$ cat config.mk
export PLATFORM = sky130hd
export DESIGN_NAME = even_mult
export DESIGN_NICKNAME = d
export VERILOG_FILES = /design/src/rtl/even_mult_pkg.sv /design/src/rtl/even_mult_shift_add_mult.sv /design/src/rtl/even_mult.sv
export SDC_FILE = /design/constraint.sdc
export NUM_CORES = 1
export LEC_CHECK = 0
export ABC_AREA = 1
export CAP_MARGIN = 20
export CORE_UTILIZATION = 50
export CTS_CLUSTER_DIAMETER = 60
export DETAILED_ROUTE_END_ITERATION = 10
export HOLD_SLACK_MARGIN = 0.12
export PLACE_DENSITY = 0.67
export SLEW_MARGIN = 10
export SYNTH_ARGS = -nofsm -noshare
export SYNTH_HDL_FRONTEND = slang
export SYNTH_SLANG_ARGS = --single-unit
$ cat constraint.sdc
create_clock -name clk -period 3.43 [get_ports clk]
set_clock_uncertainty 0.15 [all_clocks]
set_input_delay 0.343 -clock clk [delete_from_list [all_inputs] [get_ports clk]]
set_output_delay 0.343 -clock clk [all_outputs]
set_load 0.005 [all_outputs]
$ cat src/rtl/even_mult_pkg.sv
// -----------------------------------------------------------------------------
// even_mult_pkg
//   Shared definitions for the even-product processor:
//     - state_t : controller states (IDLE, CHECK, MULT, DONE)
//     - W_DEF   : default accumulator/result width
//     - IW_DEF  : default loop-index width (also shift-add cycles per multiply)
// -----------------------------------------------------------------------------
package even_mult_pkg;

    localparam int W_DEF  = 16;
    localparam int IW_DEF = 8;

    typedef enum logic [1:0] {
        IDLE  = 2'd0,
        CHECK = 2'd1,
        MULT  = 2'd2,
        DONE  = 2'd3
    } state_t;

endpackage

$ cat src/rtl/even_mult_shift_add_mult.sv
// -----------------------------------------------------------------------------
// shift_add_mult
//   Sequential unsigned multiplier, LSB-first over b. A start pulse loads the
//   operands; the unit is then busy for exactly IW cycles. On the last busy
//   cycle done=1 and p carries the finished product (truncated to W bits), so
//   the caller can capture it on that same edge.
// Ports
//   clk    in   1   rising-edge clock
//   reset  in   1   asynchronous, active-low
//   start  in   1   load a/b and begin (ignored by caller while busy)
//   a      in   W   multiplicand
//   b      in   IW  multiplier
//   busy   out  1   operation in progress
//   done   out  1   last shift-add cycle; p is the final product
//   p      out  W   running partial product including the current step
// -----------------------------------------------------------------------------
module shift_add_mult #(
    parameter int W  = 16,
    parameter int IW = 8
) (
    input  logic          clk,
    input  logic          reset,
    input  logic          start,
    input  logic [W-1:0]  a,
    input  logic [IW-1:0] b,
    output logic          busy,
    output logic          done,
    output logic [W-1:0]  p
);

    localparam int CW = (IW > 1) ? $clog2(IW) : 1;

    logic [W-1:0]  a_sh;
    logic [IW-1:0] b_sh;
    logic [W-1:0]  p_acc;
    logic [W-1:0]  p_next;
    logic [CW-1:0] cnt;
    logic          busy_r;

    // Shifting a left inside a W-bit register discards high bits, which is
    // exactly the modulo 2**W truncation of the product.
    always_comb begin
        p_next = p_acc;
        if (b_sh[0]) begin
            p_next = p_acc + a_sh;
        end
    end

    assign busy = busy_r;
    assign done = busy_r && (cnt == CW'(IW - 1));
    assign p    = p_next;

    always_ff @(posedge clk or negedge reset) begin
        if (!reset) begin
            a_sh   <= '0;
            b_sh   <= '0;
            p_acc  <= '0;
            cnt    <= '0;
            busy_r <= 1'b0;
        end else if (start) begin
            a_sh   <= a;
            b_sh   <= b;
            p_acc  <= '0;
            cnt    <= '0;
            busy_r <= 1'b1;
        end else if (busy_r) begin
            a_sh  <= a_sh << 1;
            b_sh  <= b_sh >> 1;
            p_acc <= p_next;
            cnt   <= cnt + 1'b1;
            if (done) begin
                busy_r <= 1'b0;
            end
        end
    end

endmodule

$ cat src/rtl/even_mult.sv
// -----------------------------------------------------------------------------
// even_mult
//   Single-purpose processor computing 2*4*...*N_MAX (mod 2**W) with a
//   controller FSM, acc/i registers and a sequential shift-add multiplier.
//   Handshake: go_i is a level sampled on each rising edge and only acted on
//   in IDLE or DONE; done is a registered flag that is high exactly while the
//   FSM sits in DONE, and result (= acc) holds the final product there.
// Ports
//   clk        in   1   rising-edge clock
//   reset      in   1   asynchronous, active-low
//   go_i       in   1   start request
//   result     out  W   accumulator contents (intermediate products visible)
//   done       out  1   run complete, result valid
//   dbg_state  out  2   current controller state for checkers
// -----------------------------------------------------------------------------
module even_mult
    import even_mult_pkg::*;
#(
    parameter int N_MAX = 12,
    parameter int W     = W_DEF,
    parameter int IW    = IW_DEF
) (
    input  logic         clk,
    input  logic         reset,
    input  logic         go_i,
    output logic [W-1:0] result,
    output logic         done,
    output state_t       dbg_state
);

    localparam logic [IW-1:0] NMAX_V = IW'(N_MAX);

    state_t        state, state_n;
    logic [W-1:0]  acc, acc_n;
    logic [IW-1:0] i, i_n;
    logic          done_r;

    logic          mul_start;
    logic          mul_busy;
    logic          mul_done;
    logic [W-1:0]  mul_p;

    shift_add_mult #(
        .W  (W),
        .IW (IW)
    ) u_mult (
        .clk   (clk),
        .reset (reset),
        .start (mul_start),
        .a     (acc),
        .b     (i),
        .busy  (mul_busy),
        .done  (mul_done),
        .p     (mul_p)
    );

    always_comb begin
        state_n   = state;
        acc_n     = acc;
        i_n       = i;
        mul_start = 1'b0;
        case (state)
            IDLE, DONE: begin
                if (go_i) begin
                    acc_n   = W'(1);
                    i_n     = IW'(1);
                    state_n = CHECK;
                end
            end
            CHECK: begin
                if (i > NMAX_V) begin
                    state_n = DONE;
                end else if (i[0]) begin
                    i_n = i + 1'b1;
                end else begin
                    mul_start = 1'b1;
                    state_n   = MULT;
                end
            end
            MULT: begin
                // Product is captured on the multiplier's final cycle, so a
                // multiply costs exactly IW cycles in this state.
                if (mul_busy && mul_done) begin
                    acc_n   = mul_p;
                    i_n     = i + 1'b1;
                    state_n = CHECK;
                end
            end
            default: state_n = IDLE;
        endcase
    end

    always_ff @(posedge clk or negedge reset) begin
        if (!reset) begin
            state  <= IDLE;
            acc    <= '0;
            i      <= '0;
            done_r <= 1'b0;
        end else begin
            state  <= state_n;
            acc    <= acc_n;
            i      <= i_n;
            done_r <= (state_n == DONE);
        end
    end

    assign result    = acc;
    assign done      = done_r;
    assign dbg_state = state;

endmodule

# After elaboration in Yosys (flattened, before gate mapping)
# Cells that the tools add are included.
# totals
elab_cells	60
regBits	71
inputBits	3
out_inout_bits	19
# classes
n_addsub	3
n_lt_le_gt_ge	1
eq_ne	9
mux	28
reduce_logical	9
# op_table
op	n
16-bit 2-to-1 mux	7
8-bit 2-to-1 mux	6
16-bit one-hot mux with 2 select lines	1
8-bit one-hot mux with 3 select lines	1
16-bit adder	1
8-bit by 1-bit adder with 8-bit output, second input constant	1
8-bit by 4-bit > comparator with 1-bit output, second input constant	1
2-bit 2-to-1 mux	4
2-bit inequality test, second input constant	4
2-bit equality test, second input constant	3
1-bit 2-to-1 mux	6
3-bit 2-to-1 mux	2
2-bit one-hot mux with 3 select lines	1
3-bit AND reduction	2
4-bit AND reduction	1
2-bit nonzero test	2
3-bit by 1-bit adder with 3-bit output, second input constant	1
3-bit equality test, second input constant	1
2-bit by 1-bit equality test with 1-bit output, second input constant	1
1-bit logical AND	2
2-bit logical NOT	1
2-bit OR reduction	1

# Depth between registers and ports, before layout
# depth
ltp_word	6
ltp_mapped	12
mapped_depth_nobuf	12

# Hierarchy
# A second synthesis with hierarchy kept.
# hier_totals
cells_unflattened	533
hier_area_um2	4177.8
# by_module_without_submodules
mod	seq_area_each_um2	n_inst	cells_per_inst	area_per_inst_um2
shift_add_mult	1101.1	1	391	2851.5
even_mult	675.6	1	142	1326.3

# Worst setup path after synthesis
# Ideal clock, no wire load.
# synth_path
kind	flip-flop to flip-flop
start	register state[0], in the netlist dbg_state[0]
end	register acc[7], in the netlist result[7]
path_buffers	1
arrival_ns	1.604
stages_incl_launch_ff	11
setup_slack_ns	1.549
path_cell_list	dfrtp_1 -> inv_1 -> ha_1 -> inv_2 -> or2_1 -> nand2_4 -> a21oi_2 -> inv_2 -> buf_2 -> nand2_1 -> o21ai_0
# synth_between
elab_chain_len	4
# synth_rtl
element	line	source
from (decl)	even_mult.sv:33	state_t state, state_n;
from (signal assigned)	even_mult.sv:100	state <= state_n;
2-bit equality test or 2-bit logical NOT (tied branches)	even_mult.sv:62	case (state)
2-bit OR reduction	even_mult.sv:62	
2-bit inequality test (no source line) or 2-bit nonzero test (tied branches)	--	
3-bit AND reduction (no source line)	--	
to (signal assigned)	even_mult.sv:101	acc <= acc_n;
to (decl)	even_mult.sv:34	logic [W-1:0] acc, acc_n;
# Parallel ways exist; a longest one is shown, timed or not.
# A chain may end at the register's enable or synchronous reset.

# Worst setup path after layout
# layout_path
start	register i[0]
end	register u_mult.p_acc[8]
# layout_between
elab_chain_len	4
# layout_rtl
element	line	source
from (decl)	even_mult.sv:35	logic [IW-1:0] i, i_n;
from (signal assigned)	even_mult.sv:102	i <= i_n;
8-bit by 4-bit > comparator with 1-bit output or 1-bit 2-to-1 mux (tied branches)	even_mult.sv:71, even_mult.sv:73	
1-bit 2-to-1 mux (*)	even_mult.sv:71	if (i > NMAX_V) begin
1-bit 2-to-1 mux (*)	even_mult.sv:62	
16-bit 2-to-1 mux or 2-bit nonzero test (tied branches)	--	
to (signal assigned)	even_mult_shift_add_mult.sv:69	p_acc <= p_next;
to (decl)	even_mult_shift_add_mult.sv:35	logic [W-1:0] p_acc;
# Every way passes the cells marked *; elsewhere a longest branch is shown, timed or not.

==> run metrics <==
status=completed; Placement Setup Slack=just under 1 ns; Post-DRT Antenna Nets=0; die extent in x=between 90 and 100 µm; most common cell after layout, fill and taps aside=nand2_1; n_diodes=0; synth warn=0; sequential share of power=a little under two fifths; RSZ-0062 raised after global routing=no; GPL Wtd Cong=0.882; P_sw=1400 µW; Max Cap Viol=0; P per Cell Area=~700 nW/µm²; Layout area overhead=11.5%; Worst EP required=~3.5 ns; part of the power in combinational logic=between 40% and 50%; vias after detailed routing=around 3600; Die ar.=just under 9000 µm²; DR pass1 iterations=4; I/O Pins=22; CP startpoint kind=flop; Total GRT Usage=between 20% and 30%; WL/cell=between 10 and 15 µm; Initial Utilization=between 50% and 60%; cell-internal power=~1800 µW; r2r setup slk=around 0.97 ns; part of the cycle the worst path needs=around 72%; reg2reg start=i[0]; Clock Tree Root=clkbuf_8; worst vdd ir=between 0.5 and 0.6 mV; flops & latches, synth=71; vias in the first global route=3572; Remaining DRCs=0; Worst-Margin Slew=0.951 ns; critical path type=flop to flop; Achievable Freq=about 0.41 GHz; CTS Sinks=between 70 and 80; Power, Total=approximately 3200 µW; Multi-input gate area=around 2000 µm²; worst hold path type=input port to asynchronous set/reset pin; post-layout instance area=roughly 4700 µm²; worst r2r dst=u_mult.p_acc[8]; P_leak=0.00231 µW; Skew-Pair Late Insertion Delay=between 0.3 and 0.4 ns; share of post-route cells with drive strength above 1=8.44%; Slew headroom=between 30 and 40%; Core ar.=8180 µm²; switching part of the total power=a little over two fifths; CP Max Fanout=26; highest-count cells in the layout ignoring fill and taps=nand2_1 (160), inv_1 (78), dfrtp_1 (71); share of the synthesized area in the top cell type=42.5%; clock network power share=about a fifth; Synth Flop Type=dfrtp_1; post-synthesis sequential area ratio=42.5%; GRT overflow=0; worst path arrival time=2.55 ns; number of library cell types mapped by synthesis=36; via/cell ratio=between 5 and 6; H-tree depth=3; row count=33; CP Capture Type=flop; Yosys top cell by area=dfrtp_1; ys async rst share=between 90% and 100%; Placed Area=about 4500 µm²; setup TNS=0 ns; Synth area leaders=dfrtp_1 (42%), nand2_1 (14%), inv_1 (7.0%); cell area after synthesis=around 4200 µm²; Core Util, Final=57.1%; Die Ht=a little over 90 µm; postcts setup bufs=0; number of synthesized flops with an enable pin=0; I/O Buffers=21; Num CTS Buffers=9; Cells after Synth=approximately 540; initial antenna violation count=0; Synthesized Nets=~570; initial DRC count=286; first-pass GRT wire length=around 17 mm; Final Hold Fails=0; Final setup violation count=0; R2R depth=9; post-detail-place hpwl=7.05 mm; CTS tree=yes; Filler Cell Count=roughly 780; clock slew at reported path FFs=about 0.08 ns; fin. max-slew vios=0; Synth Area per Inst=between 7 and 8 µm²; final WL=approximately 9.5 mm; worst setup margin=between 0.9 and 1 ns; Final Net Count=between 500 and 600; clk buf depth=2; largest net degree at the start of global routing=47; clock period minus worst slack=roughly 2.5 ns; Register Area=1780 µm²
per-stage QoR:
step,cells,hold WS [ns]
after floorplan,542,-0.103
after global placement,657,0.320
after detailed placement,657,0.326
after CTS,673,0.345
after global routing,674,0.303
final,674,0.274
per-layer routing:
layer,vias to the layer above,routed length [µm],track usage (%)
met3,10,394,3.90
met5,-,0,0
li1,1801,-,-
met1,1691,4470,32.0
met2,70,4520,41.6
met4,0,120,6.79
area by class of cell:
| class | instances | share of cell area (%) |
|---|---|---|
| multi-input combinational | 372 | 43.0 |
| timing repair buffer | 25 | 5.36 |
| clock inverter | 4 | 1.02 |
| tap | 105 | 2.82 |
| clock buffer | 11 | 2.82 |
| inverter | 86 | 6.92 |
| sequential | 71 | 38.1 |
registers in the layout, summed over array words and instances, names as in the netlist:
name	flops
u_mult.b_sh	8
done	1
result	16
u_mult.a_sh	16
u_mult.busy	1
dbg_state	2
i	8
u_mult.cnt	3
u_mult.p_acc	16
critical path: stages, from the launching register on:
cell,delay [ns]
dfrtp_1,0.54
inv_1,0.12
ha_1,0.21
nor2_1,0.12
nor2_2,0.07
nand2_2,0.21
nand2_2,0.37
inv_2,0.38
nand3_1,0.11
o21ai_0,0.08
worst max-delay path by stage:
stage                            endpoint          from  slack (ns)
after floorplan                 result[7]  dbg_state[0]        1.55
after global placement    u_mult.p_acc[8]          i[0]        1.04
after detailed placement  u_mult.p_acc[8]          i[0]        0.99
after CTS                 u_mult.a_sh[10]          i[0]        0.97
after global routing      u_mult.p_acc[8]          i[0]        0.77
final                     u_mult.p_acc[8]          i[0]        0.97
power groups by stage:
stage / Sequential, µW / Combinational, µW / Clock (µW)
global placement: 1190 / 1400 / 0
CTS: 1180 / 1440 / 636
finish: 1190 / 1430 / 617
floorplan: 1150 / 1100 / 0
detailed placement: 1200 / 1430 / 0
global route: 1210 / 1610 / 678
kinds of logic after synthesis:
logic type               synth area share (%)
AND/OR/NAND/NOR                          28.1
buffers and inverters                    9.60
flip-flops                               42.5
XOR/XNOR                                0.837
AO/OA/AOI/OAI                            12.0
adder cells (fa/ha/maj)                  7.06
synthesized netlist by cell type, types with 3 or more instances:
cell / count
ha_1: 22
and2_1: 3
o21ai_1: 3
inv_2: 8
nor2_4: 3
o221ai_1: 12
nor2_2: 3
o211ai_1: 7
o21ai_0: 24
or2_2: 8
nand2_2: 4
a21oi_1: 16
nor2_1: 21
buf_2: 6
nor3_1: 3
nand3_1: 49
a22o_1: 3
inv_1: 78
o22ai_1: 11
nand2_1: 160
dfrtp_1: 71
clkbuf_1: 3
nand4_1: 6
repair_timing:
action,CTS,global route
endpoints found under the hold margin,44,0
hold buffers,1,0
gates resized for setup,0,0
No activity file was read; power rests on OpenSTA's default activity.
